## src/rtl/shift_deser_pkg.sv

```systemverilog
// Shared types and constants for the serial-to-parallel deserializer.
package shift_deser_pkg;

  // FSM state encoding
  typedef enum logic {
    IDLE  = 1'b0,
    SHIFT = 1'b1
  } state_t;

  // Bit-order selectors for the MSB_FIRST parameter
  localparam int unsigned LSB_FIRST = 0;
  localparam int unsigned MSB_FIRST = 1;

endpackage

```

## src/rtl/shift_deser_if.sv

```systemverilog
// Serial-in / parallel-out bus of shift_deser.
//   ser_in, ser_en, frame_start : serial bit, strobe, start-of-word qualifier
//   par_out, par_valid, par_ready : parallel word with valid/ready handshake
//   busy, overrun, frame_err      : status (overrun/frame_err sticky)
//   clr_flags                     : clears the sticky status flags
interface shift_deser_if #(
  parameter int unsigned WIDTH = 4
);

  logic             ser_in;
  logic             ser_en;
  logic             frame_start;
  logic [WIDTH-1:0] par_out;
  logic             par_valid;
  logic             par_ready;
  logic             busy;
  logic             overrun;
  logic             frame_err;
  logic             clr_flags;

  // Producer/consumer side (drives serial input, consumes the word)
  modport master (
    output ser_in, ser_en, frame_start, par_ready, clr_flags,
    input  par_out, par_valid, busy, overrun, frame_err
  );

  // Deserializer side
  modport slave (
    input  ser_in, ser_en, frame_start, par_ready, clr_flags,
    output par_out, par_valid, busy, overrun, frame_err
  );

endinterface

```

## src/rtl/shift_deser_obuf.sv

```systemverilog
// Single-entry valid/ready output register.
//   wr_valid/wr_data : completed word offered for storage
//   wr_drop_c        : word offered while the entry is full and not being read
//   rd_valid/rd_data : held word; rd_ready consumes it
// A write is accepted when the entry is empty or is read in the same cycle,
// so words can stream back-to-back with no bubble.
module shift_deser_obuf #(
  parameter int unsigned WIDTH = 4
) (
  input  logic             clk,
  input  logic             reset_n,
  input  logic             wr_valid,
  input  logic [WIDTH-1:0] wr_data,
  output logic             wr_drop_c,
  input  logic             rd_ready,
  output logic             rd_valid,
  output logic [WIDTH-1:0] rd_data
);

  logic             valid_q;
  logic [WIDTH-1:0] data_q;
  logic             free_c;
  logic             wr_c;

  // Entry free for a write this cycle
  always_comb begin
    free_c    = !valid_q || rd_ready;
    wr_c      = wr_valid && free_c;
    wr_drop_c = wr_valid && !free_c;
  end

  // Hold register; a read clears valid unless a write refills it
  always_ff @(posedge clk or negedge reset_n) begin
    if (!reset_n) begin
      valid_q <= 1'b0;
      data_q  <= '0;
    end else if (wr_c) begin
      valid_q <= 1'b1;
      data_q  <= wr_data;
    end else if (valid_q && rd_ready) begin
      valid_q <= 1'b0;
    end
  end

  assign rd_valid = valid_q;
  assign rd_data  = data_q;

endmodule

```

## src/rtl/shift_deser.sv

```systemverilog
// Serial-to-parallel deserializer with framing and a one-word output buffer.
//   clk, reset_n : clock, asynchronous active-low reset
//   bus (slave)  : serial input, parallel valid/ready output, sticky status
// Received bits are stored by arrival index (bit i at sh[i]); the bit order
// is applied only when the completed word is handed to the output buffer.
module shift_deser #(
  parameter int unsigned WIDTH     = 4,
  parameter int unsigned MSB_FIRST = 1
) (
  input  logic         clk,
  input  logic         reset_n,
  shift_deser_if.slave bus
);

  import shift_deser_pkg::state_t;
  import shift_deser_pkg::IDLE;
  import shift_deser_pkg::SHIFT;
  import shift_deser_pkg::LSB_FIRST;

  localparam int unsigned CNT_W = $clog2(WIDTH + 1);

  state_t           state_q, state_d;
  logic [CNT_W-1:0] cnt_q, cnt_d;
  logic [WIDTH-1:0] sh_q, sh_d;
  logic [WIDTH-1:0] word_c;
  logic             accept_c;
  logic             done_c;
  logic             ferr_set_c;
  logic             drop_c;
  logic             busy_q;
  logic             overrun_q;
  logic             frame_err_q;
  logic             obuf_valid;
  logic [WIDTH-1:0] obuf_data;

  // State, bit count and shift register
  always_ff @(posedge clk or negedge reset_n) begin
    if (!reset_n) begin
      state_q <= IDLE;
      cnt_q   <= '0;
      sh_q    <= '0;
      busy_q  <= 1'b0;
    end else begin
      state_q <= state_d;
      cnt_q   <= cnt_d;
      sh_q    <= sh_d;
      busy_q  <= (state_d == SHIFT);
    end
  end

  // Next-state: accept, append or restart the word; detect completion
  always_comb begin
    state_d    = state_q;
    cnt_d      = cnt_q;
    sh_d       = sh_q;
    accept_c   = 1'b0;
    done_c     = 1'b0;
    ferr_set_c = 1'b0;
    unique case (state_q)
      IDLE: begin
        if (bus.ser_en && bus.frame_start) begin
          accept_c = 1'b1;
          sh_d     = '0;
          sh_d[0]  = bus.ser_in;
          cnt_d    = CNT_W'(1);
          state_d  = SHIFT;
        end
      end
      SHIFT: begin
        if (bus.ser_en) begin
          accept_c = 1'b1;
          if (bus.frame_start) begin
            // Restart: the partial word is thrown away
            ferr_set_c = 1'b1;
            sh_d       = '0;
            sh_d[0]    = bus.ser_in;
            cnt_d      = CNT_W'(1);
          end else begin
            for (int i = 0; i < int'(WIDTH); i++) begin
              if (cnt_q == CNT_W'(i)) sh_d[i] = bus.ser_in;
            end
            cnt_d = cnt_q + CNT_W'(1);
          end
        end
      end
      default: state_d = IDLE;
    endcase
    // Final bit accepted: hand the word off and return to IDLE
    if (accept_c && (cnt_d == CNT_W'(WIDTH))) begin
      done_c  = 1'b1;
      cnt_d   = '0;
      state_d = IDLE;
    end
  end

  // Map arrival order onto output bit positions
  always_comb begin
    word_c = '0;
    for (int i = 0; i < int'(WIDTH); i++) begin
      if (MSB_FIRST != LSB_FIRST) word_c[int'(WIDTH) - 1 - i] = sh_d[i];
      else                        word_c[i]                   = sh_d[i];
    end
  end

  // Sticky flags; a set in the same cycle as a clear wins
  always_ff @(posedge clk or negedge reset_n) begin
    if (!reset_n) begin
      overrun_q   <= 1'b0;
      frame_err_q <= 1'b0;
    end else begin
      overrun_q   <= drop_c     | (overrun_q   & ~bus.clr_flags);
      frame_err_q <= ferr_set_c | (frame_err_q & ~bus.clr_flags);
    end
  end

  shift_deser_obuf #(
    .WIDTH (WIDTH)
  ) u_obuf (
    .clk       (clk),
    .reset_n   (reset_n),
    .wr_valid  (done_c),
    .wr_data   (word_c),
    .wr_drop_c (drop_c),
    .rd_ready  (bus.par_ready),
    .rd_valid  (obuf_valid),
    .rd_data   (obuf_data)
  );

  assign bus.par_out   = obuf_data;
  assign bus.par_valid = obuf_valid;
  assign bus.busy      = busy_q;
  assign bus.overrun   = overrun_q;
  assign bus.frame_err = frame_err_q;

endmodule

```

## src/flat_wrapper.sv

```systemverilog
// flat-port wrapper written by rule: the top's interface ports become plain ports
module shift_deser_flat import shift_deser_pkg::state_t; import shift_deser_pkg::IDLE; import shift_deser_pkg::SHIFT; import shift_deser_pkg::LSB_FIRST;
#(
  parameter int unsigned WIDTH     = 4,
  parameter int unsigned MSB_FIRST = 1
)
  (clk, reset_n, bus_ser_in, bus_ser_en, bus_frame_start, bus_par_ready, bus_clr_flags, bus_par_out, bus_par_valid, bus_busy, bus_overrun, bus_frame_err);
  shift_deser_if #(.WIDTH(WIDTH)) bus_i ();
  input  logic clk;
  input  logic reset_n;
  input wire logic [$bits(bus_i.ser_in)-1:0] bus_ser_in;
  input wire logic [$bits(bus_i.ser_en)-1:0] bus_ser_en;
  input wire logic [$bits(bus_i.frame_start)-1:0] bus_frame_start;
  input wire logic [$bits(bus_i.par_ready)-1:0] bus_par_ready;
  input wire logic [$bits(bus_i.clr_flags)-1:0] bus_clr_flags;
  output wire logic [$bits(bus_i.par_out)-1:0] bus_par_out;
  output wire logic [$bits(bus_i.par_valid)-1:0] bus_par_valid;
  output wire logic [$bits(bus_i.busy)-1:0] bus_busy;
  output wire logic [$bits(bus_i.overrun)-1:0] bus_overrun;
  output wire logic [$bits(bus_i.frame_err)-1:0] bus_frame_err;
  assign bus_i.ser_in = bus_ser_in;
  assign bus_i.ser_en = bus_ser_en;
  assign bus_i.frame_start = bus_frame_start;
  assign bus_i.par_ready = bus_par_ready;
  assign bus_i.clr_flags = bus_clr_flags;
  assign bus_par_out = bus_i.par_out;
  assign bus_par_valid = bus_i.par_valid;
  assign bus_busy = bus_i.busy;
  assign bus_overrun = bus_i.overrun;
  assign bus_frame_err = bus_i.frame_err;
  shift_deser #(.WIDTH(WIDTH), .MSB_FIRST(MSB_FIRST)) u_core (.clk(clk), .reset_n(reset_n), .bus(bus_i));
endmodule
```

## config.mk

```make
export PLATFORM = sky130hd
export DESIGN_NAME = shift_deser_flat
export DESIGN_NICKNAME = d
export VERILOG_FILES = /design/src/rtl/shift_deser_pkg.sv /design/src/rtl/shift_deser_if.sv /design/src/rtl/shift_deser_obuf.sv /design/src/rtl/shift_deser.sv /design/src/flat_wrapper.sv
export SDC_FILE = /design/constraint.sdc
export NUM_CORES = 1
export LEC_CHECK = 0
export BUFFER_PORTS_ARGS = -buffer_cell sky130_fd_sc_hd__buf_2
export CORE_UTILIZATION = 45
export DETAILED_ROUTE_END_ITERATION = 8
export MAX_ROUTING_LAYER = met4
export PLACE_DENSITY = 0.67
export SLEW_MARGIN = 20
export SYNTH_ARGS = -nofsm -noshare
export SYNTH_HDL_FRONTEND = slang
export SYNTH_SLANG_ARGS = --single-unit
export TNS_END_PERCENT = 20
```

## constraint.sdc

```tcl
create_clock -name clk -period 2.8 [get_ports clk]
set_input_delay 0.28 -clock clk [delete_from_list [all_inputs] [get_ports clk]]
set_output_delay 0.28 -clock clk [all_outputs]
set_load 0.01 [all_outputs]
```

Word-level counts from Yosys, hierarchy flattened
Index checks and enable logic that the tools add are counted.

word-level totals
  bits in registers = 15
  latch bits = 0
  memory bits (writable) = 0
  bits in read-only memories = 0
  output and inout bits = 8
  word-level logic and storage cells = 52
  memories kept = 0

operators by class
  $add $sub $neg = 1
  $mul = 0
  div/mod/pow operators = 0
  magnitude comparators = 0
  equality and inequality tests = 4
  shift operators = 0
  multiplexer cells = 24
  bitwise logic cells = 6
  reduce and logical (&&, ||, !) cells = 10

operators by type and width
  kind                   count
  $mux W1                14
  $mux W3                4
  $mux W4                3
  $pmux W4 S2            1
  $eq A3 B2 Y1 const B   2
  $pmux W3 S2            1
  $logic_and A1 B1 Y1    5
  $add A3 B1 Y3 const B  1
  $eq A3 B1 Y1 const B   1
  $eq A3 B3 Y1 const B   1
  $logic_not A3 Y1       1
  $and A1 B1 Y1          2
  $logic_not A1 Y1       2
  $not A1 Y1             2
  $or A1 B1 Y1           2
  $pmux W1 S2            1
  $reduce_bool A2 Y1     1
  $logic_or A1 B1 Y1     1

Logic depth before layout (Yosys ltp)
Gate-level depths: netlist (run 1).

  word-level depth = 9
  depth in mapped cells = 6
  depth with buffers taken out = 6

Modules after synthesis
From an unflattened synthesis (run 1), not the netlist that was laid out.

second synthesis, totals
  cells, all modules = 69
  area total of the unflattened synthesis = 815.8 µm²

by module, submodules not included
  module            instances  cells an instance  area each (µm²)  sequential area each (µm²)
  shift_deser       1          55                 594.3            250.2
  shift_deser_obuf  1          14                 221.5            125.1

Worst setup path before layout (run 1)
Ideal clock, no wire load.

  path kind = register to register
  start point = register u_core.cnt_q[0]
  end point = register u_core.u_obuf.data_q[0] (netlist: u_core.u_obuf.rd_data[0])
  library setup time = 0.125 ns
  arrival = 1.722 ns
  required time = 2.675 ns
  setup slack = 0.952 ns
  stages on the path, launching flop included = 7
  buffers on the path = 0
  cell sequence = dfrtp_1 > ha_1 > ha_1 > nor2_2 > a32oi_2 > and3b_4 > mux2_4

between the ends
  word-level cells in the longest chain between the ends = 8
  elaborated cells on any way between the ends = 14
  those cells by class = 1 x add/sub; 2 x eq/ne; 9 x mux; 2 x reduce/logical

RTL lines
  element                 RTL line                RTL
  from (decl)             shift_deser.sv:23       logic [CNT_W-1:0] cnt_q, cnt_d;
  from (signal assigned)  shift_deser.sv:45       cnt_q <= cnt_d;
  $add A3 B1 Y3           shift_deser.sv:82       cnt_d = cnt_q + CNT_W'(1);
  $mux W3                 shift_deser.sv:72       if (bus.frame_start) begin
  $mux W3                 shift_deser.sv:70       if (bus.ser_en) begin
  $pmux W3 S2             shift_deser.sv:59       unique case (state_q)
  $eq A3 B3 Y1            shift_deser.sv:89       if (accept_c && (cnt_d == CNT_W'(WIDTH))) begin
  $logic_and A1 B1 Y1     shift_deser.sv:89
  $mux W1                 shift_deser.sv:89
  $logic_and A1 B1 Y1     shift_deser_obuf.sv:28  wr_c = wr_valid && free_c;
  to (signal assigned)    shift_deser_obuf.sv:39  data_q <= wr_data;
  to (decl)               shift_deser_obuf.sv:21  logic [WIDTH-1:0] data_q;

Several ways; a longest one is shown, not always the timed one.
A chain may end at the register's enable or synchronous reset.

Worst setup path after layout (run 1)
  start point = register u_core.cnt_q[0]
  end point = register u_core.u_obuf.data_q[2] (netlist: u_core.u_obuf.rd_data[2])

Same word-level chain as after synthesis.

==> impl_metrics.json, run 1 <==
{
  "status": "finished clean",
  "cp_num_buf_inv": 0,
  "cts.clk_slew.worst_paths_ns": 0.09,
  "cpMostUsedCell": "ha_1",
  "fin_area_um2": 897,
  "synth_edf_count": 0,
  "place_area_um2": 860,
  "synth_top_area_share_pct": 47.2,
  "yosys.cell_types.count": 26,
  "antenna_found_initial": 0,
  "internal-power_w": 0.000426,
  "cp.required_ns": 2.98,
  "pwr-share-clk_pct": 19.8,
  "worst_pin_slew_ns": 0.392,
  "dr.pass1.iters": 3,
  "cts_buffer_depth": 2,
  "cts_root_buf": "clkbuf_4",
  "switching_share_pct": 32.3,
  "cts_tree": "built",
  "synth_area_um2": 796,
  "synthArstFlopShare_pct": 100,
  "p_leak_nw": 0.452,
  "grt_max_degree": 16,
  "cts_buffers": 3,
  "grt.overflow.total": 0,
  "pin_count": 15,
  "netSwitchingPower_w": 0.000203,
  "end_kind": "flop",
  "die_h_um": 44.1,
  "rsz0062_at_grt": "no",
  "fmax_mhz": 511,
  "drt-wirelength-per-cell_um": 14.0,
  "clock_latency_ns": 0.29,
  "crit_fanout": 6,
  "cts_resized": 0,
  "die-area_um2": 1940,
  "slowest_stage": "dfrtp_1",
  "grt_pass1_wl_um": 2520,
  "die_w_um": 44.1,
  "syn_nets": 80,
  "yosysTopAreaCell": "dfrtp_1",
  "cts.htree.levels": 1,
  "finalHoldViolations": 0,
  "coreArea_um2": 1580,
  "ys_ff_latch": 15,
  "cts_sinks": 15,
  "tns_ns": 0,
  "fin_skew_ns": 0.00278,
  "crit_type": "flop to flop",
  "ff2ff_setup_slack_ns": 0.84,
  "power_density_nw_per_um2": 701,
  "pwr-share-seq_pct": 48.3,
  "drc": 0,
  "path_cells": "ha_1 > ha_1 > nor2_2 > a32oi_2 > and3b_4 > mux2_4",
  "synth-main-ff-cell": "dfrtp_1",
  "grt_usage_pct": 18.8,
  "drive_above_1_share_pct": 34.5,
  "relSlewSlack_pct": 73.8,
  "fin_crit_sh_pct": 69.9,
  "drv_cap": 0,
  "syn_inst": 68,
  "arrival_ns": 2.13,
  "crit_family": "adder cells",
  "core.rowCount": 14,
  "cpPeakStageDelay_ns": 0.45,
  "ys_seq_area_share_pct": 47.2,
  "fin_crit_ns": 1.96,
  "yosys_warnings": 0,
  "wirelength_um": 1400,
  "grt_pass1_vias": 572,
  "dp_hpwl_um": 1060,
  "slew_violations": 0,
  "routabilityCongestion": 0.750,
  "ir_drop_mv": 0.402,
  "comb_power_share_pct": 31.9,
  "synth_area_per_cell_um2": 11.7,
  "vias": 559,
  "setup_viol": 0,
  "min_path_type": "input port to flop",
  "startpoint_type": "flop",
  "drt-vias-per-instance": 5.59,
  "synthToLayoutAreaGrowth_pct": 12.7,
  "n_antenna_cell": 0,
  "initial_core_util_pct": 50.5,
  "synth_area_leaders": "dfrtp_1 47%, ha_1 7.9%, mux2_4 7.5%, o22ai_1 3.9%, mux2i_1 3.8%",
  "drtIter0Drc": 6,
  "port_buffers": 14,
  "ant_nets": 0,
  "nets": 97
}
## synth_stat cells, types with 2 or more instances
master and n:
and2_1 2, buf_4 2, dfrtp_1 15, ha_1 5, inv_1 7, mux2_4 4, mux2i_1 3, nand2_1 2
nand2b_1 2, nand3_1 3, nand3b_1 2, o21a_1 2, o21ai_0 2, o22ai_1 5
## stage by stage
stage	power (W)	hold slack (ns)	std cells	setup WS (ns)	util, %
global route	0.000674	0.180	100	0.765	56.9
floorplan	0.000454	-0.0156	68	0.952	-
finish	0.000629	0.183	100	0.844	56.9
detailed placement	0.000509	0.201	95	0.858	54.5
global placement	0.000506	0.195	95	0.889	54.5
CTS	0.000637	0.181	100	0.840	56.9
## registers in the layout (all words and copies together), names as in the netlist
register,count
u_core.bus.overrun,1
u_core.u_obuf.rd_data,4
u_core.cnt_q,3
u_core.sh_q,4
u_core.bus.frame_err,1
u_core.state_q,1
u_core.u_obuf.rd_valid,1
## cell type report
cell class	count	area [µm²]
timing repair buffer	15	80.1
fill	141	679
inverter	8	30.0
tap	16	20.0
clock inverter	1	5.00
clock buffer	3	22.5
sequential	15	375
multi-input combinational	42	364
## path summary, 6_finish.rpt
kind,startpoint,depth (start not counted),end
max,u_core.cnt_q[0]$_DFF_PN0_,6,u_core.u_obuf.rd_data[2]$_DFFE_PN0P_
min,bus_clr_flags,2,u_core.bus.frame_err$_DFF_PN0_
max reg2reg,u_core.cnt_q[0]$_DFF_PN0_,6,u_core.u_obuf.rd_data[2]$_DFFE_PN0P_
min reg2reg,u_core.sh_q[0]$_DFF_PN0_,1,u_core.sh_q[0]$_DFF_PN0_
max in group asynchronous,reset_n,2,u_core.u_obuf.rd_data[0]$_DFFE_PN0P_
min in group asynchronous,reset_n,2,u_core.u_obuf.rd_valid$_DFFE_PN0P_
## what timing repair did
item | in CTS | in global routing
hold buffers | 1 | 0
hold endpoints to repair | 15 | 0
setup buffers | 0 | 0
## placed cells by master, fill, tap and decap left out
cell           instances
mux2_4                 4
buf_2                 14
nand3b_1               2
nor2_2                 1
nand3_1                3
o21ai_0                2
nor2_1                 1
inv_2                  1
and3b_4                1
mux2i_1                3
dfrtp_1               15
o22a_2                 1
nand2b_1               2
and3b_1                1
o21ai_1                1
nor3_2                 1
clkbuf_4               3
inv_1                  7
a21o_2                 1
clkinv_2               1
nand2_1                2
ha_1                   5
dlygate4sd3_1          1
o22ai_1                5
o21a_1                 2
and2_1                 2
mux2_1                 1
a32oi_2                1
## routing by layer
metal,share of wire [%],vias to the layer above,routed length [µm],track usage [%]
li1,-,273,-,-
met1,48,271,665,23.8
met2,47,10,661,27.9
met3,2.3,5,32,3.67
met4,2.6,0,36,10.9
met5,0,-,0,-
## cells by family after synthesis
family	synth area share, %
AND/OR/NAND/NOR	13.0
flip-flops	47.2
AO/OA/AOI/OAI	12.1
buffers and inverters	7.07
multiplexers	12.7
adder cells (fa/ha/maj)	7.86
## worst reg2reg max path, stage by stage (launching register included)
cell and delay, ns:
dfrtp_1 0.45, ha_1 0.23, ha_1 0.28, nor2_2 0.09, a32oi_2 0.12, and3b_4 0.38
mux2_4 0.31
## power by group through the flow
| stage | clock network (W) | logic [W] | registers (W) |
|---|---|---|---|
| 2_1_floorplan | 0 | 0.000145 | 0.000309 |
| 5_1_grt | 0.000136 | 0.000227 | 0.000311 |
| 6_report | 0.000125 | 0.000201 | 0.000304 |
| 3_3_place_gp | 0 | 0.000200 | 0.000306 |
| 4_1_cts | 0.000129 | 0.000203 | 0.000304 |
| 3_5_place_dp | 0 | 0.000200 | 0.000309 |
Note: power is estimated with default switching activity, not from simulation.
==> run 2, diff against run 1 <==
- ABC_AREA: unset -> 1
- PLACE_DENSITY: 0.67 -> 0.7
- clock period: 2.8 -> 1.6 ns (I/O delays scaled with it)
==> run 2 against run 1 <==
  * Via count up 25%
  * Non-clock buffer count is 7 higher
  * Core utilization up 8.6 points
  * Hold slack got worse by 0.13 ns
  * Critical path depth grew 1
  * Clock skew is 0.0016 ns lower
  * Register-to-register slack lost 0.76 ns
  * Clock power is 73% higher
  * Final cell count up 39%
  * Clock-buffer cell count stayed put
  * Largest power group is now combinational cells
  * Total power up 150%
  * First-iteration DRC count rose by 83%
==> impl_metrics.json, run 2 <==
{
  "synth_top_area_share_pct": 47.2,
  "comb_power_share_pct": 48.0,
  "n_antenna_cell": 0,
  "arrival_ns": 1.70,
  "drt-vias-per-instance": 5.02,
  "finalHoldViolations": 0,
  "setup_viol": 0,
  "cts_sinks": 15,
  "grt_usage_pct": 20.2,
  "min_path_type": "input port to flop",
  "switching_share_pct": 40.4,
  "internal-power_w": 0.000934,
  "syn_inst": 97,
  "routabilityCongestion": 0.837,
  "pwr-share-clk_pct": 13.8,
  "fin_crit_sh_pct": 94.8,
  "vias": 698,
  "fin_crit_ns": 1.52,
  "drt-wirelength-per-cell_um": 12.5,
  "ys_ff_latch": 15,
  "final_common_cell": "nand2_1",
  "yosys.cell_types.count": 20,
  "most-common-layout-cells": "32 x nand2_1, 15 x dfrtp_1, 14 x buf_2",
  "yosys_warnings": 0,
  "grt_pass1_wl_um": 2740,
  "synth_edf_count": 0,
  "cts_root_buf": "clkbuf_4",
  "grt_pass1_vias": 600,
  "cts_tree": "built",
  "cp.required_ns": 1.79,
  "fin_skew_ns": 0.00115,
  "ir_drop_mv": 0.809,
  "startpoint_type": "flop",
  "drv_cap": 0,
  "synth_area_um2": 796,
  "port_buffers": 14,
  "die_h_um": 44.1,
  "netlist_top_cells_count": "34 x nand2_1, 15 x dfrtp_1, 15 x inv_1",
  "end_kind": "flop",
  "initial_core_util_pct": 50.5,
  "core.rowCount": 14,
  "drive_above_1_share_pct": 33.3,
  "cts.htree.levels": 1,
  "status": "finished clean",
  "drc": 0,
  "dr.pass1.iters": 4,
  "worst_pin_slew_ns": 0.330,
  "grt_max_degree": 16,
  "wirelength_um": 1730,
  "pre_cts_slack_ns": -0.0360,
  "crit_type": "flop to flop",
  "yosysTopAreaCell": "dfrtp_1",
  "dp_hpwl_um": 1270,
  "coreArea_um2": 1580,
  "p_leak_nw": 0.571,
  "ant_nets": 0,
  "pin_count": 15,
  "rsz0062_at_grt": "no",
  "synth_area_per_cell_um2": 8.20,
  "synth-main-ff-cell": "dfrtp_1",
  "yosysMostFrequentCell": "nand2_1",
  "relSlewSlack_pct": 78.0,
  "drtIter0Drc": 11,
  "holdWs_ns": 0.0505,
  "die_w_um": 44.1,
  "synthArstFlopShare_pct": 100,
  "synth_area_leaders": "dfrtp_1 47%, nand2_1 16%, ha_1 7.9%, inv_1 7.1%, nand3_1 2.5%",
  "power_density_nw_per_um2": 1520,
  "netSwitchingPower_w": 0.000634,
  "grt.overflow.total": 0,
  "fmax_mhz": 659,
  "synthToLayoutAreaGrowth_pct": 29.7,
  "die-area_um2": 1940,
  "syn_nets": 109,
  "ff2ff_setup_slack_ns": 0.08,
  "cts_buffers": 3,
  "nets": 136,
  "antenna_found_initial": 0,
  "slew_violations": 0,
  "cts_buffer_depth": 2,
  "crit_fanout": 5,
  "pwr-share-seq_pct": 38.2,
  "setup_slack_ns": 0.0835,
  "clock_latency_ns": 0.28,
  "ys_seq_area_share_pct": 47.2,
  "cts.clk_slew.worst_paths_ns": 0.09
}
[run 2: per-stage QoR]
step                      util [%]  cell area, µm²  power, W  instances  setup TNS, ns
after floorplan                  -             796  0.000982         97              0
after global placement        58.1             916   0.00120        131              0
after detailed placement      58.1             916   0.00122        131         -0.118
after CTS                     61.7             972   0.00147        136              0
after global routing          65.5            1030   0.00169        139              0
final                         65.5            1030   0.00157        139              0
[run 2: kinds of logic after synthesis]
group / share of synthesized area, %
AO/OA/AOI/OAI: 5.19
buffers and inverters: 8.02
adder cells (fa/ha/maj): 7.86
AND/OR/NAND/NOR: 31.8
flip-flops: 47.2
[run 2: layer usage]
metal  wire length, µm  global-route usage (%)  up-vias  part of all wire (%)
li1                  -                       -      354                     -
met1               813                    28.0      325                    47
met2               850                    30.0       17                    49
met3                56                    3.67        2                   3.2
met4                10                    7.27        0                  0.58
met5                 0                       -        -                     0
[run 2: what timing repair did]
action | CTS | global route
hold buffers | 1 | 0
setup buffers | 1 | 3
hold endpoints to repair | 15 | 0
endpoints found under the setup margin | 4 | 6
pin swaps | 4 | 5
resized for setup | 4 | 7
[run 2: power by group through the flow]
stage	logic, W	registers, W	clock network, W
2_1_floorplan	0.000367	0.000615	0
3_3_place_gp	0.000618	0.000585	0
3_5_place_dp	0.000630	0.000591	0
4_1_cts	0.000646	0.000597	0.000225
5_1_grt	0.000841	0.000611	0.000237
6_report	0.000752	0.000599	0.000216
[run 2: path summary, 6_finish.rpt]
path                                                      startpoint                                   end  cells after the start
worst max-delay path                       u_core.cnt_q[0]$_DFF_PN0_  u_core.u_obuf.rd_data[1]$_DFFE_PN0P_                      7
worst min-delay path                                   bus_clr_flags          u_core.bus.overrun$_DFF_PN0_                      2
worst max register to register             u_core.cnt_q[0]$_DFF_PN0_  u_core.u_obuf.rd_data[1]$_DFFE_PN0P_                      7
worst min register to register  u_core.u_obuf.rd_data[2]$_DFFE_PN0P_  u_core.u_obuf.rd_data[2]$_DFFE_PN0P_                      2
max in group asynchronous                                    reset_n              u_core.sh_q[3]$_DFF_PN0_                      2
min in group asynchronous                                    reset_n             u_core.cnt_q[0]$_DFF_PN0_                      2
[run 2: final cells by class]
| cell class | count | area (µm²) |
|---|---|---|
| inverters | 17 | 63.8 |
| clock buffers | 3 | 22.5 |
| clock inverters | 1 | 5.00 |
| repair buffers | 22 | 136 |
| flip-flops and latches | 15 | 375 |
| well taps | 16 | 20.0 |
| fillers | 131 | 544 |
| multi-input cells | 65 | 409 |
[run 2: worst max-delay path: stages, from the launching register on]
cell	delay, ns
dfrtp_1	0.45
ha_2	0.23
ha_4	0.19
nand3b_4	0.18
nor2_4	0.17
nand2_4	0.08
nand2_2	0.07
nand2_2	0.05
==> run 3, diff against run 2 <==
- CTS_CLUSTER_DIAMETER: unset -> 80
- SETUP_SLACK_MARGIN: unset -> 0.4
==> run 3 against run 2 <==
  * Clock-buffer cell count grew 1
  * Clock power shrank 3%
  * Via count grew 0.43%
  * Sequential share of layout area grew 0.60 points
  * Hold slack gained 0.023 ns
  * Wire length shrank 0.12%
  * Largest power group unchanged
  * Highest routed layer unchanged
==> impl_metrics.json, run 3 (synthesized netlist as in run 2, its figures left out) <==
{
  "status": "finished clean",
  "nets": 133,
  "dp_hpwl_um": 1220,
  "fill_cells": 144,
  "most-common-layout-cells": "31 x nand2_1, 14 x buf_2, 13 x inv_1, 13 x dfrtp_1, 5 x nor2_1",
  "place_area_um2": 927,
  "utilization_pct": 64.8,
  "cts_root_buf": "clkbuf_4",
  "antenna_found_initial": 0,
  "power_density_nw_per_um2": 1540,
  "finalHoldViolations": 0,
  "fin_crit_ns": 1.51,
  "pin_count": 15,
  "relSlewSlack_pct": 77.5,
  "setup_viol": 0,
  "cpPeakStageDelay_ns": 0.45,
  "dp.cells": 127,
  "port_buffers": 14,
  "cts.htree.levels": 1,
  "cts_sinks": 15,
  "fmax_mhz": 664,
  "path_cells": "inv_2 > ha_4 > nand4_1 > nand3_4 > nor2_4 > nand2_4 > nand2_2 > nand2_1",
  "cts_buffer_depth": 2,
  "drt-vias-per-instance": 5.15,
  "initial_core_util_pct": 50.5,
  "crit_cells": 8,
  "fin_skew_ns": 0.00422,
  "synthToLayoutAreaGrowth_pct": 28.5,
  "p_leak_nw": 0.553,
  "drtIter0Drc": 26,
  "clock_latency_ns": 0.27,
  "grt.overflow.total": 0,
  "grt_usage_pct": 22.3,
  "cp_num_buf_inv": 1,
  "power_w": 0.00157,
  "worst_pin_slew_ns": 0.338,
  "drv_cap": 0,
  "drc": 0,
  "grt_pass1_wl_um": 2990,
  "n_antenna_cell": 0,
  "cts.clk_slew.worst_paths_ns": 0.09,
  "min_path_type": "input port to flop",
  "setup_slack_ns": 0.0944,
  "reg2reg_depth": 8,
  "grt_pass1_vias": 674,
  "routabilityCongestion": 0.794,
  "ant_nets": 0,
  "die_w_um": 44.1,
  "cts_tree": "built",
  "die-area_um2": 1940,
  "arrival_ns": 1.67,
  "crit_type": "flop to flop",
  "slowest_stage": "dfrtp_2",
  "vias": 701,
  "pre_cts_slack_ns": 0.0178,
  "wirelength_um": 1730,
  "ir_drop_mv": 0.989,
  "slew_violations": 0,
  "drt-wirelength-per-cell_um": 12.7,
  "dr.pass1.iters": 6,
  "fin_area_um2": 1020,
  "coreArea_um2": 1580,
  "crit_family": "simple AND/OR/NAND/NOR gates",
  "die_h_um": 44.1,
  "cp.required_ns": 1.77,
  "rsz0062_at_grt": "yes",
  "grt_max_degree": 16,
  "crit_fanout": 5,
  "drive_above_1_share_pct": 33.3,
  "holdPathStages": 2,
  "fin_crit_sh_pct": 94.1,
  "end_kind": "flop",
  "final_cells": 136,
  "final_common_cell": "nand2_1",
  "startpoint_type": "flop",
  "cts_buffers": 3,
  "core.rowCount": 14
}
run 3: cell types whose count changed in the layout (fill, tap and decap cells not counted), sizes merged:
cell / before / now
buf: 21 / 18
clkbuf: 3 / 4
clkinv: 1 / 0
run 3: worst paths after layout:
check / from / endpoint / slack [ns]
hold reg to reg: u_core.u_obuf.rd_data[0]$_DFFE_PN0P_ / u_core.u_obuf.rd_data[0]$_DFFE_PN0P_ / 0.49
max in group asynchronous: reset_n / u_core.cnt_q[1]$_DFF_PN0_ / 1.01
hold / removal: bus_clr_flags / u_core.bus.overrun$_DFF_PN0_ / 0.07
setup / recovery: u_core.cnt_q[1]$_DFF_PN0_ / u_core.u_obuf.rd_data[2]$_DFFE_PN0P_ / 0.09
min in group asynchronous: reset_n / u_core.u_obuf.rd_data[0]$_DFFE_PN0P_ / 0.32
setup reg to reg: u_core.cnt_q[1]$_DFF_PN0_ / u_core.u_obuf.rd_data[2]$_DFFE_PN0P_ / 0.09
run 3: where the power goes:
group / internal (W) / leakage [nW] / switching, W
clock network: 0.0000965 / 0.0150 / 0.000113
logic: 0.000327 / 0.349 / 0.000415
registers: 0.000503 / 0.190 / 0.000116
total: 0.000927 / 0.553 / 0.000644
run 3: area by class of cell:
| class | count | area [µm²] | area share [%] |
|---|---|---|---|
| sequential | 15 | 378 | 37.0 |
| timing repair buffer | 19 | 110 | 10.8 |
| tap | 16 | 20.0 | 1.96 |
| clock buffer | 4 | 26.3 | 2.57 |
| inverter | 17 | 66.3 | 6.49 |
| multi-input combinational | 65 | 422 | 41.2 |
run 3: what timing repair did:
item | in CTS | in global routing
resized for setup | 3 | 5
cloned | 0 | 0
setup buffers | 4 | 0
hold buffers | 1 | 0
endpoints found under the hold margin | 15 | 0
pin swaps | 3 | 7
setup endpoints to repair | 12 | 12
run 3: worst register-to-register path, stage by stage (launching register included):
cell and delay, ns:
dfrtp_2 0.45, inv_2 0.10, ha_4 0.21, nand4_1 0.14
nand3_4 0.12, nor2_4 0.17, nand2_4 0.09, nand2_2 0.07
nand2_1 0.05
run 3: routing by layer:
metal / wire length, µm / part of all wire (%) / global-route usage [%] / up-vias
met5: 0 / 0 / - / -
met4: 43 / 2.5 / 12.1 / 0
met3: 68 / 3.9 / 2.86 / 4
met2: 841 / 49 / 34.4 / 23
met1: 776 / 45 / 28.7 / 330
li1: - / - / - / 344
run 3: through the flow:
stage / TNS [ns] / hold slack (ns)
after floorplan: 0 / -0.136
after global placement: 0 / 0.0768
after detailed placement: 0 / 0.0861
after CTS: 0 / 0.0739
after global routing: -0.0167 / 0.0698
final: 0 / 0.0735
